[src/rtl/toaplan2_cen_bank.sv]
// Bank of fractional clock-enable generators: each channel emits CEN at CLK*n/m
// and CENB near the half phase, and can optionally be cascaded off its predecessor.
module toaplan2_cen_bank #(
    parameter int CH = 4,
    parameter int WC = 16,
    localparam int SW = (CH > 1) ? $clog2(CH) : 1
) (
    input  logic          CLK,
    input  logic          RESET_n,
    input  logic          CFG_WE,
    input  logic [SW-1:0] CFG_SEL,
    input  logic [WC-1:0] CFG_N,
    input  logic [WC-1:0] CFG_M,
    input  logic          CFG_CASC,
    input  logic          PAUSE,
    input  logic          SYNC,
    output logic [CH-1:0] CEN,
    output logic [CH-1:0] CENB,
    output logic [CH-1:0] EN_STAT
);

    logic [WC-1:0] n_q   [CH];
    logic [WC-1:0] n_d   [CH];
    logic [WC-1:0] m_q   [CH];
    logic [WC-1:0] m_d   [CH];
    logic [WC-1:0] acc_q [CH];
    logic [WC-1:0] acc_d [CH];
    logic [CH-1:0] casc_q, casc_d;
    logic [CH-1:0] cen_q, cen_d;
    logic [CH-1:0] cenb_q, cenb_d;
    logic [CH-1:0] valid, wr_hit, adv;
    logic [CH:0]   pred;

    // pred[i] is the registered CEN of channel i-1; channel 0 has no predecessor
    assign pred = {cen_q, 1'b0};

    always_comb begin
        valid  = '0;
        wr_hit = '0;
        adv    = '0;
        for (int i = 0; i < CH; i++) begin
            valid[i]  = (n_q[i] != '0) && (m_q[i] != '0) && (n_q[i] <= m_q[i]);
            wr_hit[i] = CFG_WE && (32'(CFG_SEL) == 32'(i));
            adv[i]    = valid[i] && !PAUSE && !SYNC && !wr_hit[i] &&
                        (!casc_q[i] || (i == 0) || pred[i]);
        end
    end

    logic [WC:0]   s;
    logic [WC-1:0] half;

    always_comb begin
        n_d    = n_q;
        m_d    = m_q;
        acc_d  = acc_q;
        casc_d = casc_q;
        cen_d  = '0;
        cenb_d = '0;
        s      = '0;
        half   = '0;
        for (int i = 0; i < CH; i++) begin
            if (wr_hit[i]) begin
                n_d[i]    = CFG_N;
                m_d[i]    = CFG_M;
                casc_d[i] = CFG_CASC;
                acc_d[i]  = '0;
            end else if (SYNC) begin
                acc_d[i] = '0;
            end else if (adv[i]) begin
                s    = {1'b0, acc_q[i]} + {1'b0, n_q[i]};
                half = m_q[i] >> 1;
                if (s >= {1'b0, m_q[i]}) begin
                    // n <= m keeps s - m below m, so the truncation is lossless
                    acc_d[i] = WC'(s - {1'b0, m_q[i]});
                    cen_d[i] = 1'b1;
                end else begin
                    acc_d[i] = s[WC-1:0];
                    if ((acc_q[i] < half) && (s >= {1'b0, half}))
                        cenb_d[i] = 1'b1;
                end
            end
        end
    end

    always_ff @(posedge CLK or negedge RESET_n) begin
        if (!RESET_n) begin
            for (int i = 0; i < CH; i++) begin
                n_q[i]   <= '0;
                m_q[i]   <= '0;
                acc_q[i] <= '0;
            end
            casc_q <= '0;
            cen_q  <= '0;
            cenb_q <= '0;
        end else begin
            n_q    <= n_d;
            m_q    <= m_d;
            acc_q  <= acc_d;
            casc_q <= casc_d;
            cen_q  <= cen_d;
            cenb_q <= cenb_d;
        end
    end

    assign CEN     = cen_q;
    assign CENB    = cenb_q;
    assign EN_STAT = valid;

endmodule

[config.mk]
export PLATFORM = sky130hd
export DESIGN_NAME = toaplan2_cen_bank
export DESIGN_NICKNAME = d
export VERILOG_FILES = /design/src/rtl/toaplan2_cen_bank.sv
export SDC_FILE = /design/constraint.sdc
export NUM_CORES = 1
export LEC_CHECK = 0
export ABC_AREA = 1
export BUFFER_PORTS_ARGS = -buffer_cell sky130_fd_sc_hd__buf_2
export CORE_UTILIZATION = 55
export DETAILED_ROUTE_END_ITERATION = 10
export PLACE_DENSITY_LB_ADDON = 0.15
export SLEW_MARGIN = 30
export SYNTH_ARGS = -nofsm -noshare
export SYNTH_HDL_FRONTEND = slang
export SYNTH_SLANG_ARGS = --single-unit
[constraint.sdc]
create_clock -name CLK -period 3.5 [get_ports CLK]
set_input_delay 0.525 -clock CLK [delete_from_list [all_inputs] [get_ports CLK]]
set_output_delay 0.525 -clock CLK [all_outputs]
set_load 0.03 [all_outputs]
==> results.toml <==
[timing]
relSlewSlack_pct = 42.64
max_freq_mhz = 293.7
fin_crit_sh_pct = 97.27
setup_tns_ps = 0
rsz0062_at_grt = "yes"
worst_slew_pin_slew_ps = 859.4
setup_viol_count_final = 0
hold_viol_final = 0
fin_worst_skew_ps = 9.228
post-route-min-period_ps = 3405
maxSlewViolCount = 0
layout_setup_ws_ps = 95.41

[cts]
cts_tree = "built"
clkTransAtPathRegs_ps = 60
clockBufferDepth = 3
holdBufCountCts = 0
worstSkewPairLatency_ps = 540
cts.sinks = 203
h-tree-depth = 1
cts-root-buf = "clkbuf_16"
cts_buffers = 25

[synthesis]
syn_area_per_cell_sq_um = 7.254
ys_seq_elements = 203
syn-num-nets = 3040
synthDistinctLibCells = 55
yosysWarnings = 0
synthArstFlopShare_pct = 100.0
yosysSeqAreaShare_pct = 26.09
synth_ff_type = "dfrtp_1"
syn_area_sq_mm = 0.01947
synthCells = 2684
synth_edf_count = 0

[place]
gp_congestion = 0.9554
io_buffer_count = 51
hpwlAfterDp_mm = 47.52
place_ws_ps = -100.4

[detailed_routing]
num_vias = 19320
drt-initial-drc-count = 1525
routedWlPerCell_um = 18.54
dr.pass1.iters = 6
drt-total-wl_mm = 61.88
drcViolationCount = 0
antenna_left = 0
viasPerCell = 5.787

[power]
irDropWorstVdd_uv = 943.1
power_density_mw_per_mm2 = 1029
p_leak_nw = 12.18

[hold_path]
hold_path_class = "primary input to async pin"

[global_route]
grt_pass1_wl_mm = 96.61
antenna_found_initial = 0
track_usage_pct = 33.74
grt-ovfl-total = 0
grt_max_degree = 88
grt_pass1_vias = 18410

[floorplanning]
core_area_sq_mm = 0.03471
die-height_um = 190.1
die_w_um = 190.1
start_util_pct = 56.08
die_area_sq_mm = 0.03615
ios = 52
rows = 68

[status]
outcome = "complete, no violations"

[worst_setup_path]
crit_type = "register to register"
crit_chain = "ha_2, inv_1, fa_2, nor2_4, o21ai_2, nand2_2, nand2_2, nand2_4, nand3_2, nand2_2, xor2_4, ha_4, a21oi_4, o21ai_1, a21oi_1, nand2_2, nand2_2, nand3_4, inv_6, nor2_8, clkbuf_16, nand2_2, nand3_2"
worstSetupEndpointType = "register"
cp-start-kind = "register"
cpPeakStageDelay_ps = 380
crit_slowest_cell = "fa_2"
cp.arrival_ps = 3830
critPathTopFamily = "simple AND/OR/NAND/NOR gates"
cp_max_fo = 5
cp_num_buf_inv = 3
cp.required_ps = 3930
crit_top_cell = "nand2_2"

[cells_and_area]
utilization_pct = 66.36
num_antenna_cells = 0
fin_nets = 3220
synthToLayoutAreaGrowth_pct = 18.33
drive_above_1_share_pct = 15.68

[job]
drv_cap = 0
-- placed cells by master (no fill, tap or decap), drive strengths merged, types with 58 or more instances in the layout --
cell   Yosys  final
nor2     189    189
nand4     58     58
inv      317    318
a21oi    189    189
o21ai    210    210
nand3    210    210
buf       18    197
dfrtp    203    203
nand2    719    719
ha       308    308
-- final cells by class --
class                           count  area [sq um]
Fill cell                        3036         11680
Inverter                          317          1197
Clock buffer                       31         688.2
Sequential cell                   203          5082
Tap cell                          455         569.3
Clock inverter                     15         234.0
Multi-Input combinational cell   2116         13720
Timing Repair Buffer              201          1545
-- worst paths after layout --
kind	from	end	slack (ps)	depth (start not counted)
min in group CLK	CFG_M[12]	m_q[60]$_DFFE_PN0P_	270	3
worst max-delay path	acc_q[16]$_DFFE_PN0P_	acc_q[23]$_DFFE_PN0P_	100	23
worst max register to register	acc_q[16]$_DFFE_PN0P_	acc_q[23]$_DFFE_PN0P_	100	23
worst min-delay path	RESET_n	n_q[47]$_DFFE_PN0P_	30	1
worst min register to register	m_q[46]$_DFFE_PN0P_	m_q[46]$_DFFE_PN0P_	490	2
max in group asynchronous	RESET_n	n_q[50]$_DFFE_PN0P_	2550	2
-- stage by stage --
stage | total power, mW | instance area [sq um] | instances | hold WS (ps)
after global placement | 18.30 | 20950 | 3258 | 469.8
after floorplan | 14.19 | 19470 | 2684 | 229.4
after CTS | 21.73 | 21970 | 3310 | 77.75
final | 23.70 | 23040 | 3338 | 30.39
after detailed placement | 18.62 | 20950 | 3258 | 477.2
after global routing | 25.85 | 23040 | 3338 | 109.7
-- Yosys cell counts, types with 3 or more instances --
| library cell | n | area share [%] |
|---|---|---|
| a21oi_1 | 187 | 4.8 |
| nor3_1 | 13 | 0.33 |
| ha_1 | 308 | 20 |
| nand4_1 | 57 | 1.8 |
| buf_2 | 6 | 0.15 |
| fa_1 | 8 | 0.82 |
| a21o_1 | 17 | 0.66 |
| nand2_2 | 19 | 0.61 |
| nand3b_1 | 15 | 0.58 |
| nand3_2 | 13 | 0.67 |
| xor2_1 | 49 | 2.2 |
| nand3_4 | 3 | 0.27 |
| inv_1 | 311 | 6.0 |
| a31oi_1 | 5 | 0.16 |
| clkbuf_1 | 29 | 0.56 |
| nor4_1 | 15 | 0.48 |
| o21ai_0 | 202 | 5.2 |
| a21boi_0 | 3 | 0.12 |
| or2_2 | 3 | 0.096 |
| nand3_1 | 194 | 5.0 |
| o21a_1 | 10 | 0.39 |
| nor2_2 | 7 | 0.22 |
| o21ai_2 | 7 | 0.31 |
| and2_1 | 8 | 0.26 |
| o21bai_1 | 14 | 0.54 |
| a211oi_1 | 10 | 0.39 |
| nor2_4 | 5 | 0.29 |
| buf_6 | 8 | 0.46 |
| o211ai_1 | 9 | 0.35 |
| dfrtp_1 | 203 | 26 |
| inv_2 | 4 | 0.077 |
| xnor2_1 | 39 | 1.8 |
| nor2_1 | 176 | 3.4 |
| nand2_1 | 698 | 13 |
-- cell families after synthesis --
group / count (synthesis) / synth area share [%]
compound gates: 475 / 13.62
xor+xnor: 88 / 3.959
fa+ha+maj: 316 / 20.62
buf+inv: 365 / 7.577
flops: 203 / 26.09
simple gates: 1237 / 28.14
-- sequential cells by signal, indices dropped and copies added, names as in the netlist --
register / count
acc_q: 64
m_q: 64
CEN: 4
n_q: 64
casc_q: 3
CENB: 4
-- per-layer routing --
layer | routed length [um] | global-route usage (%) | up-vias
met1 | 27130 | 46.41 | 9127
met5 | 0 | 0 | -
met2 | 27980 | 54.88 | 699
met4 | 2355 | 10.71 | 0
li1 | - | - | 9362
met3 | 4408 | 4.317 | 130
-- timing repair --
action | 4_1_cts | 5_1_grt
buffers inserted | 6 | 25
pin swaps | 5 | 43
gates resized for setup | 6 | 151
setup endpoints to repair | 44 | 72
cloned | 0 | 3
-- power by group --
part           total [mW]  internal [mW]  switching (mW)
Sequential           3.56           2.91           0.650
Combinational        17.2           7.10            10.1
Clock                2.91           1.78            1.13
Total                23.7           11.8            11.9
(Power assumes the default switching activity.)
